$ cat src/rtl/mem_arbiter_pkg.sv
// Shared types and defaults for the instruction/data memory arbiter.
// RAM handshake state, arbiter FSM state and grant side encodings.
package mem_arbiter_pkg;

  localparam int unsigned ADDR_W_DEFAULT  = 32;
  localparam int unsigned DATA_W_DEFAULT  = 32;
  localparam int unsigned TIMEOUT_DEFAULT = 15;
  localparam logic [31:0] ERR_WORD_DEFAULT = 32'hBAD1_BAD1;

  typedef enum logic [1:0] {
    FREE   = 2'd0,
    BUSY   = 2'd1,
    ACCESS = 2'd2,
    ERROR  = 2'd3
  } ramstate_t;

  typedef enum logic [1:0] {
    IDLE   = 2'd0,
    I_WAIT = 2'd1,
    D_WAIT = 2'd2,
    DONE   = 2'd3
  } arb_state_t;

  typedef enum logic {
    INSTR = 1'b0,
    DATA  = 1'b1
  } grant_t;

endpackage

$ cat src/rtl/mem_arbiter_if.sv
// Datapath request/response and single-port RAM signals seen by the arbiter.
// slave = arbiter view, master = datapath + RAM view.
interface mem_arbiter_if
  import mem_arbiter_pkg::*;
#(
  parameter int unsigned ADDR_W = ADDR_W_DEFAULT,
  parameter int unsigned DATA_W = DATA_W_DEFAULT
);

  logic              imemREN;
  logic [ADDR_W-1:0] imemaddr;
  logic              dmemREN;
  logic              dmemWEN;
  logic [ADDR_W-1:0] dmemaddr;
  logic [DATA_W-1:0] dmemstore;
  logic              ihit;
  logic [DATA_W-1:0] imemload;
  logic              dhit;
  logic [DATA_W-1:0] dmemload;
  logic              ramREN;
  logic              ramWEN;
  logic [ADDR_W-1:0] ramaddr;
  logic [DATA_W-1:0] ramstore;
  logic [DATA_W-1:0] ramload;
  ramstate_t         ramstate;
  logic              bus_err;

  modport slave (
    input  imemREN, imemaddr, dmemREN, dmemWEN, dmemaddr, dmemstore,
    input  ramload, ramstate,
    output ihit, imemload, dhit, dmemload,
    output ramREN, ramWEN, ramaddr, ramstore, bus_err
  );

  modport master (
    output imemREN, imemaddr, dmemREN, dmemWEN, dmemaddr, dmemstore,
    output ramload, ramstate,
    input  ihit, imemload, dhit, dmemload,
    input  ramREN, ramWEN, ramaddr, ramstore, bus_err
  );

endinterface

$ cat src/rtl/mem_arbiter_timeout_counter.sv
// Saturating wait-cycle counter; expired_c flags the LIMIT-th enabled cycle.
module mem_arbiter_timeout_counter #(
  parameter int unsigned LIMIT = 15
) (
  input  logic clk,
  input  logic rst_n,
  input  logic clear,
  input  logic enable,
  output logic expired_c
);

  localparam int unsigned CNT_W = $clog2(LIMIT + 1);

  logic [CNT_W-1:0] count;

  always_ff @(posedge clk or negedge rst_n) begin
    if (!rst_n) begin
      count <= '0;
    end else if (clear) begin
      count <= '0;
    end else if (enable && (count != CNT_W'(LIMIT))) begin
      count <= count + CNT_W'(1);
    end
  end

  // True during the cycle whose increment would bring the count to LIMIT.
  assign expired_c = enable && (count >= CNT_W'(LIMIT - 1));

endmodule

$ cat src/rtl/mem_arbiter.sv
// Serialises fetch and data requests onto a single-port variable-latency RAM.
// Data has priority; last_grant alternates grants under contention.
module mem_arbiter
  import mem_arbiter_pkg::*;
#(
  parameter int unsigned       ADDR_W   = ADDR_W_DEFAULT,
  parameter int unsigned       DATA_W   = DATA_W_DEFAULT,
  parameter int unsigned       TIMEOUT  = TIMEOUT_DEFAULT,
  parameter logic [DATA_W-1:0] ERR_WORD = DATA_W'(ERR_WORD_DEFAULT)
) (
  input logic          CLK,
  input logic          nRST,
  mem_arbiter_if.slave bus
);

  arb_state_t state;
  grant_t     last_grant;

  logic              d_req_c;
  logic              grant_d_c;
  logic              grant_i_c;
  logic              wait_c;
  logic              access_c;
  logic              fail_c;
  logic              end_c;
  logic              expired_c;
  logic [ADDR_W-1:0] grant_addr_c;
  logic [DATA_W-1:0] resp_c;

  // Data wins unless fetch is also pending and data had the previous grant.
  assign d_req_c      = bus.dmemREN | bus.dmemWEN;
  assign grant_d_c    = (state == IDLE) && d_req_c &&
                        (!bus.imemREN || (last_grant == INSTR));
  assign grant_i_c    = (state == IDLE) && !grant_d_c && bus.imemREN;
  assign grant_addr_c = grant_d_c ? bus.dmemaddr : bus.imemaddr;

  assign wait_c   = (state == I_WAIT) || (state == D_WAIT);
  assign access_c = (bus.ramstate == ACCESS);
  assign fail_c   = (bus.ramstate == ERROR) || expired_c;
  assign end_c    = wait_c && (access_c || fail_c);
  assign resp_c   = access_c ? bus.ramload : ERR_WORD;

  mem_arbiter_timeout_counter #(
    .LIMIT (TIMEOUT)
  ) u_timeout (
    .clk       (CLK),
    .rst_n     (nRST),
    .clear     (grant_d_c || grant_i_c),
    .enable    (wait_c),
    .expired_c (expired_c)
  );

  // Arbiter FSM with registered RAM strobes and completion pulses.
  always_ff @(posedge CLK or negedge nRST) begin
    if (!nRST) begin
      state        <= IDLE;
      last_grant   <= INSTR;
      bus.ihit     <= 1'b0;
      bus.dhit     <= 1'b0;
      bus.imemload <= '0;
      bus.dmemload <= '0;
      bus.ramREN   <= 1'b0;
      bus.ramWEN   <= 1'b0;
      bus.ramaddr  <= '0;
      bus.ramstore <= '0;
      bus.bus_err  <= 1'b0;
    end else begin
      bus.ihit <= 1'b0;
      bus.dhit <= 1'b0;
      case (state)
        IDLE: begin
          if (grant_d_c || grant_i_c) begin
            bus.ramaddr <= grant_addr_c;
          end
          if (grant_d_c) begin
            state        <= D_WAIT;
            last_grant   <= DATA;
            bus.ramstore <= bus.dmemstore;
            // A simultaneous load+store request is executed as a store.
            bus.ramWEN   <= bus.dmemWEN;
            bus.ramREN   <= bus.dmemREN && !bus.dmemWEN;
            if (bus.dmemREN && bus.dmemWEN) begin
              bus.bus_err <= 1'b1;
            end
          end else if (grant_i_c) begin
            state      <= I_WAIT;
            last_grant <= INSTR;
            bus.ramREN <= 1'b1;
            bus.ramWEN <= 1'b0;
          end
        end
        I_WAIT, D_WAIT: begin
          if (end_c) begin
            state      <= DONE;
            bus.ramREN <= 1'b0;
            bus.ramWEN <= 1'b0;
            if (!access_c) begin
              bus.bus_err <= 1'b1;
            end
            // Hit is dropped if the requester has withdrawn by completion.
            if (state == I_WAIT) begin
              bus.imemload <= resp_c;
              bus.ihit     <= bus.imemREN;
            end else begin
              bus.dmemload <= resp_c;
              bus.dhit     <= d_req_c;
            end
          end
        end
        DONE: begin
          state <= IDLE;
        end
        default: begin
          state <= IDLE;
        end
      endcase
    end
  end

endmodule

$ cat src/flat_wrapper.sv
// flat-port wrapper written by rule: the top's interface ports become plain ports
module mem_arbiter_flat import mem_arbiter_pkg::*;
#(
  parameter int unsigned       ADDR_W   = ADDR_W_DEFAULT,
  parameter int unsigned       DATA_W   = DATA_W_DEFAULT,
  parameter int unsigned       TIMEOUT  = TIMEOUT_DEFAULT,
  parameter logic [DATA_W-1:0] ERR_WORD = DATA_W'(ERR_WORD_DEFAULT)
)
  (CLK, nRST, bus_imemREN, bus_imemaddr, bus_dmemREN, bus_dmemWEN, bus_dmemaddr, bus_dmemstore, bus_ramload, bus_ramstate, bus_ihit, bus_imemload, bus_dhit, bus_dmemload, bus_ramREN, bus_ramWEN, bus_ramaddr, bus_ramstore, bus_bus_err);
  mem_arbiter_if #(.ADDR_W(ADDR_W), .DATA_W(DATA_W)) bus_i ();
  input logic CLK;
  input logic nRST;
  input wire logic [$bits(bus_i.imemREN)-1:0] bus_imemREN;
  input wire logic [$bits(bus_i.imemaddr)-1:0] bus_imemaddr;
  input wire logic [$bits(bus_i.dmemREN)-1:0] bus_dmemREN;
  input wire logic [$bits(bus_i.dmemWEN)-1:0] bus_dmemWEN;
  input wire logic [$bits(bus_i.dmemaddr)-1:0] bus_dmemaddr;
  input wire logic [$bits(bus_i.dmemstore)-1:0] bus_dmemstore;
  input wire logic [$bits(bus_i.ramload)-1:0] bus_ramload;
  input wire logic [$bits(bus_i.ramstate)-1:0] bus_ramstate;
  output wire logic [$bits(bus_i.ihit)-1:0] bus_ihit;
  output wire logic [$bits(bus_i.imemload)-1:0] bus_imemload;
  output wire logic [$bits(bus_i.dhit)-1:0] bus_dhit;
  output wire logic [$bits(bus_i.dmemload)-1:0] bus_dmemload;
  output wire logic [$bits(bus_i.ramREN)-1:0] bus_ramREN;
  output wire logic [$bits(bus_i.ramWEN)-1:0] bus_ramWEN;
  output wire logic [$bits(bus_i.ramaddr)-1:0] bus_ramaddr;
  output wire logic [$bits(bus_i.ramstore)-1:0] bus_ramstore;
  output wire logic [$bits(bus_i.bus_err)-1:0] bus_bus_err;
  assign bus_i.imemREN = bus_imemREN;
  assign bus_i.imemaddr = bus_imemaddr;
  assign bus_i.dmemREN = bus_dmemREN;
  assign bus_i.dmemWEN = bus_dmemWEN;
  assign bus_i.dmemaddr = bus_dmemaddr;
  assign bus_i.dmemstore = bus_dmemstore;
  assign bus_i.ramload = bus_ramload;
  assign bus_i.ramstate = bus_ramstate;
  assign bus_ihit = bus_i.ihit;
  assign bus_imemload = bus_i.imemload;
  assign bus_dhit = bus_i.dhit;
  assign bus_dmemload = bus_i.dmemload;
  assign bus_ramREN = bus_i.ramREN;
  assign bus_ramWEN = bus_i.ramWEN;
  assign bus_ramaddr = bus_i.ramaddr;
  assign bus_ramstore = bus_i.ramstore;
  assign bus_bus_err = bus_i.bus_err;
  mem_arbiter #(.ADDR_W(ADDR_W), .DATA_W(DATA_W), .TIMEOUT(TIMEOUT), .ERR_WORD(ERR_WORD)) u_core (.CLK(CLK), .nRST(nRST), .bus(bus_i));
endmodule
$ cat config.mk
export PLATFORM = sky130hd
export DESIGN_NAME = mem_arbiter_flat
export DESIGN_NICKNAME = d
export VERILOG_FILES = /design/src/rtl/mem_arbiter_pkg.sv /design/src/rtl/mem_arbiter_if.sv /design/src/rtl/mem_arbiter_timeout_counter.sv /design/src/rtl/mem_arbiter.sv /design/src/flat_wrapper.sv
export SDC_FILE = /design/constraint.sdc
export NUM_CORES = 1
export LEC_CHECK = 0
export BUFFER_PORTS_ARGS = -buffer_cell sky130_fd_sc_hd__clkbuf_2
export CORE_MARGIN = 8
export CORE_UTILIZATION = 40
export CTS_BUF_LIST = sky130_fd_sc_hd__clkbuf_2 sky130_fd_sc_hd__clkbuf_4 sky130_fd_sc_hd__clkbuf_8
export CTS_CLUSTER_DIAMETER = 50
export DETAILED_ROUTE_END_ITERATION = 6
export PLACE_DENSITY = 0.74
export SLEW_MARGIN = 5
export SYNTH_ARGS = -nofsm -noshare
export SYNTH_HDL_FRONTEND = slang
export SYNTH_HIERARCHICAL = 1
export SYNTH_SLANG_ARGS = --single-unit
export TNS_END_PERCENT = 5
$ cat constraint.sdc
create_clock -name CLK -period 3.67 [get_ports CLK]
set_clock_uncertainty 0.05 [all_clocks]
set_input_delay 0.734 -clock CLK [delete_from_list [all_inputs] [get_ports CLK]]
set_output_delay 0.734 -clock CLK [all_outputs]
set_load 0.005 [all_outputs]
==> metrics.md, run 1 <==
| Metric | Value |
|---|---|
| Pins Over Slew Limit | 0 |
| Post-Syn Instances | 525 |
| Pwr dens | about 850 nW/µm² |
| Post-Syn Area | ~5800 µm² |
| Wire length per cell | 16.2 µm |
| Placed inst area | 7240 µm² |
| Worst path slowest cell | or2_2 |
| Final setup TNS | 0 ps |
| Largest net degree at the start of global routing | between 60 and 70 |
| Tcrit/Tclk final | 72.8% |
| Most common cell after layout, fill and taps aside | clkbuf_2 |
| Initial antenna violation count | 0 |
| Final ANT Viol Nets | 0 |
| Most frequent cells in the layout | clkbuf_2, dfrtp_1, nand2_1 |
| Core area | 14,400 µm² |
| Fmax | between 0.3 and 0.4 GHz |
| Tmin final | roughly 2700 ps |
| CP cell instances | inv_1 > ha_1 > o2111a_1 > o21ai_1 > or2_2 > o21ai_0 |
| Place WS | around 990 ps |
| RSZ-0062 raised after global routing | false |
| Synth Area in XOR/XNOR | 0% |
| FF+latch area | 3500 µm² |
| Top_reg_cell synth | dfrtp_1 |
| Post-route DRC | 0 |
| Fin area | approximately 7700 µm² |
| Flip-flop and latch count after synthesis | 140 |
| Tightest Hold Check Type | in -> async |
| Post-route insts no fill | 981 |
| Startpoint types | register |
| Initial Util | 40.3% |
| Clock sinks | 140 |
| Yosys warning count | 6 |
| Run status | finished clean |
| Post-synth top area share | between 60% and 70% |
| Die Y | 136 µm |
| CP max FO | 65 |
| Syn_area_per_cell | 11.0 µm² |
| Post-synth EDFFs | 0 |
| Total Nets Final | 924 |
| First-pass DRT Iterations | 6 |
| Ys async rst share | 100% |
| Post-CTS Setup Inserts | 0 |
| Setup violators final | 0 |
| Area Overhead vs Synth | 33.2% |
| Max VDD drop | 0.000307 V |
| CTS buffer count | 17 |
| Diode count | 0 |
| CTS clock-pin slew for the worst setup and hold paths | around 80 ps |
| Gr usage total | 17.3% |
| First-pass GRT wire length | about 25 mm |
| Via count | 4,713 |
| Sequential share of the synthesized area | 60.5% |
| Post_cts resized | 0 |
| Synth cell types | 38 |
| Compound-Gate Fraction of Synth Area | 11.0% |
| CP max stage delay | between 800 and 900 ps |
| Detailed Route Iter0 Violations | roughly 180 |
| Worst-Margin Slew | 1040 ps |
| Combinational family with the most area after synthesis | multiplexers |
| Final hold violation count | 0 |
| Root Buffer | clkbuf_8 |
| Clock Latency Late Sink | around 420 ps |
| Crit path arrival time | 2880 ps |
| Post-synthesis simple-gate area fraction | 11.0% |
| Filler instances | approximately 1,300 |
| Gp weighted congestion | 0.755 |
| Leak | 4.16 nW |
| Synth area leader | dfrtp_1 |
| Ranking of synthesized cells by area | dfrtp_1, o21ai_0, nand2_1, mux2_2, mux2i_1 |
| Multi-input gate area | 2060 µm² |
| # placed instances | 950 |
| Layout cells sized above 1 | a little over two fifths |
| Syn nets | 664 |
| H-tree Lvls | 4 |
| Via density | between 4 and 5 |
| Synth Area in Adders | 0.864% |
| Grt ovf | 0 |
| Critical path endpoint category | register |
| CP required | 3880 ps |
| HPWL Detailed | 12.3 mm |
| CTS tree | done |
| Number of global-route vias before repair | 4,836 |
| Fin util | roughly 54% |
| Die W | 136 µm |
| Cts hold-fix bufs | 0 |
| PortBufs | about 270 |
| Mux cell area share after synthesis | 12.6% |
| I/O pin count | 268 |
| Total Routed Length | 15.9 mm |
| Die ar. | 18,600 µm² |
| Setup ws final | between 900 and 1000 ps |
| Row count | 44 |
| Max clock buf depth | 2 |
| Setup CP Type | reg -> reg |
| Slew HR | 30.7% |
| Max Cap Violations | 0 |
[stage by stage]
stage	power, mW	hold slack, ps
after floorplan	4.11	388
after global placement	5.10	408
after detailed placement	5.21	419
after CTS	6.67	166
after global routing	7.09	183
final	6.57	189
[registers in the layout (all words and copies together) (netlist names)]
| signal | flops |
|---|---|
| u_core/bus.dmemload | 32 |
| u_core/bus.imemload | 32 |
| u_core/bus.ramaddr | 32 |
| u_core/bus.ramstore | 32 |
| u_core/u_timeout/count | 4 |
| u_core/state | 2 |
| u_core/bus.bus_err | 1 |
| u_core/bus.dhit | 1 |
| u_core/bus.ihit | 1 |
| u_core/bus.ramREN | 1 |
| u_core/bus.ramWEN | 1 |
| u_core/last_grant | 1 |
[Yosys cell counts (2+ instances only)]
library cell	count
nand2_1	117
mux2_2	33
buf_2	12
clkbuf_1	8
nor3_1	2
mux2_4	2
a21o_1	2
buf_4	7
a21oi_1	3
o21ai_0	90
a22oi_1	2
nor2b_1	4
nor2_1	24
ha_1	4
buf_6	4
inv_1	7
dfrtp_1	140
o21ai_1	12
mux2i_1	33
[report_power, final]
group | switching, mW | internal (mW) | leakage, nW
registers | 0.385 | 2.25 | 1.73
logic | 1.33 | 1.17 | 2.20
clock network | 0.595 | 0.851 | 0.233
[final cells by class]
type	instances	area share [%]
multi-input combinational	344	26.7
clock inverter	12	2.72
timing repair buffer	274	18.4
clock buffer	19	3.39
inverter	8	0.389
sequential	140	45.4
tap	184	2.98
[cell families after synthesis]
group	count (synthesis)
AND/OR/NAND/NOR	155
buffers and inverters	41
adder cells (fa/ha/maj)	4
AO/OA/AOI/OAI	117
flip-flops	140
multiplexers	68
[critical path, delay by kind of cell, from the launching register on]
family                   cells  cell delay [ps]
adder cells (fa/ha/maj)      1              470
AO/OA/AOI/OAI                3              690
AND/OR/NAND/NOR              1              820
flip-flops                   1              410
buffers and inverters        1               60
[worst paths after layout]
| path | start | endpoint | slack, ps | cells past startpoint |
|---|---|---|---|---|
| max | u_core/state[0]$_DFFE_PN0P_ | u_core/bus.dmemload[26]$_DFFE_PN0P_ | 1000 | 6 |
| max in group asynchronous | nRST | u_core/bus.ramaddr[8]$_DFFE_PN0P_ | 2600 | 2 |
| max reg2reg | u_core/state[0]$_DFFE_PN0P_ | u_core/bus.dmemload[26]$_DFFE_PN0P_ | 1000 | 6 |
| min in group CLK | u_core/bus.dmemload[23]$_DFFE_PN0P_ | u_core/bus.dmemload[23]$_DFFE_PN0P_ | 430 | 2 |
| min | nRST | u_core/bus.imemload[27]$_DFFE_PN0P_ | 190 | 1 |
| min reg2reg | u_core/bus.dmemload[23]$_DFFE_PN0P_ | u_core/bus.dmemload[23]$_DFFE_PN0P_ | 430 | 2 |
[metal layers]
layer	vias to the layer above	part of all wire (%)	track usage (%)
met3	19	13	7.91
li1	2307	-	-
met1	2143	41	20.8
met5	-	0	0
met4	0	1.3	6.59
met2	244	45	26.5
No activity file was read; power rests on OpenSTA's default activity.
==> run 2: changes to the inputs <==
--- a/config.mk
+++ b/config.mk
@@ -5,13 +5,14 @@
 export SDC_FILE = /design/constraint.sdc
 export NUM_CORES = 1
 export LEC_CHECK = 0
+export ABC_AREA = 1
 export BUFFER_PORTS_ARGS = -buffer_cell sky130_fd_sc_hd__clkbuf_2
 export CORE_MARGIN = 8
 export CORE_UTILIZATION = 40
 export CTS_BUF_LIST = sky130_fd_sc_hd__clkbuf_2 sky130_fd_sc_hd__clkbuf_4 sky130_fd_sc_hd__clkbuf_8
 export CTS_CLUSTER_DIAMETER = 50
 export DETAILED_ROUTE_END_ITERATION = 6
-export PLACE_DENSITY = 0.74
+export PLACE_DENSITY = 0.73
 export SLEW_MARGIN = 5
 export SYNTH_ARGS = -nofsm -noshare
 export SYNTH_HDL_FRONTEND = slang
==> constraint.sdc (replaced) <==
create_clock -name CLK -period 2.8 [get_ports CLK]
set_clock_uncertainty 0.05 [all_clocks]
set_input_delay 0.56 -clock CLK [delete_from_list [all_inputs] [get_ports CLK]]
set_output_delay 0.56 -clock CLK [all_outputs]
set_load 0.005 [all_outputs]
==> metrics.md, run 2 <==
| Metric | Value |
|---|---|
| HPWL Detailed | ~14 mm |
| Fmax | 0.449 GHz |
| Die Y | ~140 µm |
| Final setup TNS | 0 ps |
| Ranking of synthesized cells by area | dfrtp_1, nand2_1, nand4_1, inv_1, nand3_1 |
| Largest net degree at the start of global routing | 72 |
| Total Routed Length | 19.0 mm |
| Pwr dens | 1140 nW/µm² |
| Initial Util | 40.8% |
| Via density | 4.67 |
| Slew HR | 52.3% |
| Tcrit/Tclk final | about four fifths |
| Core area | approximately 16,000 µm² |
| Root Buffer | clkbuf_8 |
| Flip-flop and latch count after synthesis | 140 |
| Die W | 143 µm |
| CP required | around 3100 ps |
| CTS buffer count | 17 |
| Post-route DRC | 0 |
| Hold WS | 49.7 ps |
| Critical path endpoint category | register |
| Tightest Hold Check Type | in -> async |
| Number of global-route vias before repair | 5,927 |
| Gr usage total | between 10% and 20% |
| Diode count | 0 |
| Initial antenna violation count | 0 |
| Synth cell types | 19 |
| Final hold violation count | 0 |
| Filler instances | 1,492 |
| Worst-Margin Slew | about 720 ps |
| PortBufs | about 270 |
| CTS tree | done |
| Grt ovf | 0 |
| RSZ-0062 raised after global routing | false |
| Total Nets Final | between 1,000 and 1,500 |
| Setup violators final | 0 |
| Cts hold-fix bufs | 0 |
| Leak | 5.15 nW |
| I/O pin count | 268 |
| Multi-input gate area | 2330 µm² |
| Row count | 46 |
| Max Cap Violations | 0 |
| Ys async rst share | 100% |
| H-tree Lvls | 4 |
| Sequential share of the synthesized area | 54.3% |
| Top_reg_cell synth | dfrtp_1 |
| Crit path arrival time | between 2000 and 2500 ps |
| Most frequent cells in the layout | nand2_1, clkbuf_2, dfrtp_1 |
| Layout cells sized above 1 | 29.7% |
| Top-count cell post-synth | nand2_1 |
| Final ANT Viol Nets | 0 |
| Via count | approximately 6,000 |
| Post-synth EDFFs | 0 |
| Run status | finished clean |
| Max VDD drop | 0.000439 V |
| CP max FO | 71 |
| CTS clock-pin slew for the worst setup and hold paths | 80 ps |
| Setup CP Type | reg -> reg |
| Max clock buf depth | 2 |
| Synth area leader | dfrtp_1 |
| Die ar. | 20,500 µm² |
| Area Overhead vs Synth | 30.8% |
| Gp weighted congestion | 0.829 |
| Clock Latency Late Sink | between 400 and 500 ps |
| Pins Over Slew Limit | 0 |
| Wire length per cell | 14.5 µm |
| Post_cts resized | 0 |
| Startpoint types | register |
| Clock sinks | 140 |
| Post-CTS Setup Inserts | 0 |
| Detailed Route Iter0 Violations | 425 |
| Yosys warning count | 6 |
| Post-synth top cells | nand2_1, dfrtp_1, inv_1, nand4_1, nand3_1 |
| Syn_area_per_cell | 7.80 µm² |
| Post-synth top area share | between 50% and 60% |
| Most common cell after layout, fill and taps aside | nand2_1 |
| Tmin final | 2230 ps |
| Syn nets | 966 |
| First-pass GRT wire length | 29.9 mm |
| FF+latch area | ~3500 µm² |
| Post-Syn Area | 6450 µm² |
| First-pass DRT Iterations | 6 |
| Post-Syn Instances | 827 |
## run 2: cell count changes in the layout (fill, tap and decap cells not counted), moves of 44 or more
cell and delta:
nand4_1 +66, o21ai_0 -90, nand2_1 +290, nand3_1 +44, inv_1 +90
## run 2: area by class of cell
class	count	area share, %
Inverter	100	4.46
Timing Repair Buffer	281	17.7
Clock buffer	19	3.02
Clock inverter	13	2.51
Multi-Input combinational cell	538	27.6
Sequential cell	140	41.5
Tap cell	216	3.20
## run 2: critical path: stages, from the launching register on
cell and delay [ps]:
dfrtp_1 370, inv_1 50, ha_2 310, buf_4 560
nand3_4 500, nand2_1 180, nand2_1 70
## run 2: worst paths after layout
check / startpoint / end / slack [ps] / depth (start not counted)
max reg2reg: u_core/state[0]$_DFFE_PN0P_ / u_core/bus.dmemload[21]$_DFFE_PN0P_ / 570 / 6
min reg2reg: u_core/bus.bus_err$_DFFE_PN0P_ / u_core/bus.bus_err$_DFFE_PN0P_ / 420 / 2
max in group asynchronous: nRST / u_core/bus.ramstore[20]$_DFFE_PN0P_ / 1970 / 2
min: nRST / u_core/bus.dmemload[7]$_DFFE_PN0P_ / 50 / 1
min in group CLK: bus_dmemstore[10] / u_core/bus.ramstore[10]$_DFFE_PN0P_ / 270 / 3
max: u_core/state[0]$_DFFE_PN0P_ / u_core/bus.dmemload[21]$_DFFE_PN0P_ / 570 / 6
## run 2: where the power goes
| part | switching [mW] | internal [mW] |
|---|---|---|
| Sequential | 0.576 | 3.01 |
| Clock | 0.794 | 1.10 |
| Combinational | 2.59 | 1.55 |
## run 2: kinds of logic (layout without fill, tap and decap cells)
group,Yosys count,after routing,share of synthesized area (%)
simple gates,532,532,34.8
compound gates,1,1,0.0775
flops,140,140,54.3
xor+xnor,1,1,0.136
fa+ha+maj,4,4,0.776
buf+inv,149,413,9.93
## run 2: metrics by stage
| step | power (mW) | instances | util [%] | setup slack [ps] | area, µm² |
|---|---|---|---|---|---|
| finish | 9.62 | 1307 | 53.3 | 571 | 8440 |
| global route | 10.5 | 1307 | 53.3 | 407 | 8440 |
| CTS | 9.75 | 1307 | 53.3 | 600 | 8440 |
| detailed placement | 7.80 | 1275 | 50.4 | 616 | 7970 |
| global placement | 7.71 | 1275 | 50.4 | 617 | 7970 |
| floorplan | 6.01 | 827 | - | 1110 | 6450 |
## run 2: routing by layer
metal,vias up,part of all wire (%),GRT usage [%]
met2,184,50,30.9
met5,-,0,0
met1,2845,41,22.0
met3,28,6.8,5.18
li1,3048,-,-
met4,0,2.1,7.16
==> run 3: changes to the inputs <==
--- a/config.mk
+++ b/config.mk
@@ -12,7 +12,7 @@
 export CTS_BUF_LIST = sky130_fd_sc_hd__clkbuf_2 sky130_fd_sc_hd__clkbuf_4 sky130_fd_sc_hd__clkbuf_8
 export CTS_CLUSTER_DIAMETER = 50
 export DETAILED_ROUTE_END_ITERATION = 6
-export PLACE_DENSITY = 0.73
+export PLACE_DENSITY = 0.75
 export SLEW_MARGIN = 5
 export SYNTH_ARGS = -nofsm -noshare
 export SYNTH_HDL_FRONTEND = slang
==> constraint.sdc (replaced) <==
create_clock -name CLK -period 2 [get_ports CLK]
set_clock_uncertainty 0.05 [all_clocks]
set_input_delay 0.4 -clock CLK [delete_from_list [all_inputs] [get_ports CLK]]
set_output_delay 0.4 -clock CLK [all_outputs]
set_load 0.005 [all_outputs]
==> metrics.md, run 3 (synthesis gave the netlist of run 2 again) <==
| Metric | Value |
|---|---|
| Setup CP Type | reg -> reg |
| Detailed Route Iter0 Violations | 421 |
| Row count | 46 |
| # placed instances | 1,280 |
| Final setup TNS | 0 ps |
| RR Endpoint | u_core/bus.dmemload[28]$_DFFE_PN0P_ |
| Tightest Hold Check Type | in -> reg |
| Most frequent cells in the layout | nand2_1, clkbuf_2, dfrtp_1 |
| WHS Endpoint | u_core/bus.ramstore[23]$_DFFE_PN0P_ |
| Hold Path Origin | bus_dmemstore[23] |
| Startpoint types | register |
| Pwr dens | 1580 nW/µm² |
| Diode count | 0 |
| First-pass DRT Iterations | 6 |
| Initial antenna violation count | 0 |
| Final Power | 13.5 mW |
| Slew HR | around 70% |
| Run status | finished clean |
| Final hold violation count | 0 |
| Setup ws final | 153 ps |
| Max Cap Violations | 0 |
| Core area | 15,800 µm² |
| CP required | 2310 ps |
| Via density | 4.65 |
| CP max FO | 42 |
| Gp weighted congestion | between 0.8 and 0.9 |
| Placed inst area | 8090 µm² |
| Area Overhead vs Synth | 32.4% |
| Setup violators final | 0 |
| Die Y | 143 µm |
| Number of global-route vias before repair | 6,012 |
| Pins Over Slew Limit | 0 |
| Clock sinks | 140 |
| CTS buffer count | 17 |
| Layout cells sized above 1 | 30.2% |
| Place WS | 48.7 ps |
| Max clock buf depth | 2 |
| Fmax | 0.541 GHz |
| Via count | 6,106 |
| Leak | 5.19 nW |
| Crit path arrival time | approximately 2200 ps |
| Root Buffer | clkbuf_8 |
| Die W | 143 µm |
| Gr usage total | 18.9% |
| Total Nets Final | 1,223 |
| Post-route insts no fill | around 1,300 |
| Most common cell after layout, fill and taps aside | nand2_1 |
| Total Routed Length | 19.2 mm |
| Worst reg2reg path depth | 6 |
| Largest net degree at the start of global routing | 68 |
| Initial Util | 40.8% |
| Crit Reg-Reg Startpoint | u_core/state[1]$_DFFE_PN0P_ |
| Fin area | 8550 µm² |
| Die ar. | 20,500 µm² |
| First-pass GRT wire length | approximately 31 mm |
| H-tree Lvls | 4 |
| Wire length per cell | around 15 µm |
| Hold Path Depth | 3 |
| CTS tree | done |
| Tcrit/Tclk final | 92.4% |
| Worst-Margin Slew | 446 ps |
| Reg2reg setup slack | between 150 and 200 ps |
| Max VDD drop | about 0.00073 V |
| Final ANT Viol Nets | 0 |
| Post-route DRC | 0 |
| Critical path endpoint category | register |
| PortBufs | 267 |
| I/O pin count | about 270 |
| Post-CTS Setup Inserts | 0 |
| CTS clock-pin slew for the worst setup and hold paths | 80 ps |
| Clock Latency Late Sink | 430 ps |
| Tmin final | ~1800 ps |
| HPWL Detailed | between 10 and 15 mm |
| Grt ovf | 0 |
[run 3: final cells by class]
type / count / area [µm²]
Sequential cell: 140 / 3500
Clock inverter: 14 / 191
Clock buffer: 18 / 241
Inverter: 100 / 377
Fill cell: 1507 / 7280
Multi-Input combinational cell: 538 / 2340
Timing Repair Buffer: 287 / 1620
Tap cell: 216 / 270
[run 3: per-layer routing]
layer / part of all wire [%] / GRT usage [%]
met3: 6.8 / 4.47
met2: 50 / 31.5
met5: 0 / 0
met4: 2.3 / 7.77
met1: 41 / 23.0
[run 3: what timing repair did]
action	CTS	global route
hold buffers	1	0
endpoints found under the setup margin	0	68
hold endpoints to repair	41	0
resized for setup	0	4
[run 3: how the worst max path moves through the flow]
stage / startpoint / end / slack (ps) / cells after the start
2_1_floorplan: u_core/state[0]$_DFFE_PN0P_ / u_core/bus.dmemload[10]$_DFFE_PN0P_ / 310 / 13
3_3_place_gp: u_core/state[0]$_DFFE_PN0P_ / u_core/bus.imemload[24]$_DFFE_PN0P_ / 130 / 12
3_5_place_dp: u_core/state[0]$_DFFE_PN0P_ / u_core/bus.imemload[26]$_DFFE_PN0P_ / 50 / 12
4_1_cts: u_core/state[1]$_DFFE_PN0P_ / u_core/bus.imemload[27]$_DFFE_PN0P_ / 10 / 12
5_1_grt: u_core/state[1]$_DFFE_PN0P_ / u_core/bus.imemload[11]$_DFFE_PN0P_ / -5 / 12
6_report: u_core/state[1]$_DFFE_PN0P_ / u_core/bus.dmemload[28]$_DFFE_PN0P_ / 150 / 6
[run 3: report_power, final]
group          leakage [nW]  total [mW]  internal [mW]  switching, mW
clock network         0.209        2.50           1.38           1.12
logic                  3.24        6.02           2.34           3.68
registers              1.73        5.01           4.22          0.791
total                  5.19        13.5           7.94           5.59
[run 3: worst max-delay path, cell delays in order, from the launching register on]
cell,delay (ps)
dfrtp_1,360
inv_1,70
ha_2,340
buf_6,300
buf_4,380
nand4_1,150
nand2_1,120
[run 3: metrics by stage]
step	hold WS (ps)	util (%)
after floorplan	54.4	-
after global placement	315	51.1
after detailed placement	317	51.1
after CTS	77.7	53.9
after global routing	89.6	54.0
final	108	54.0
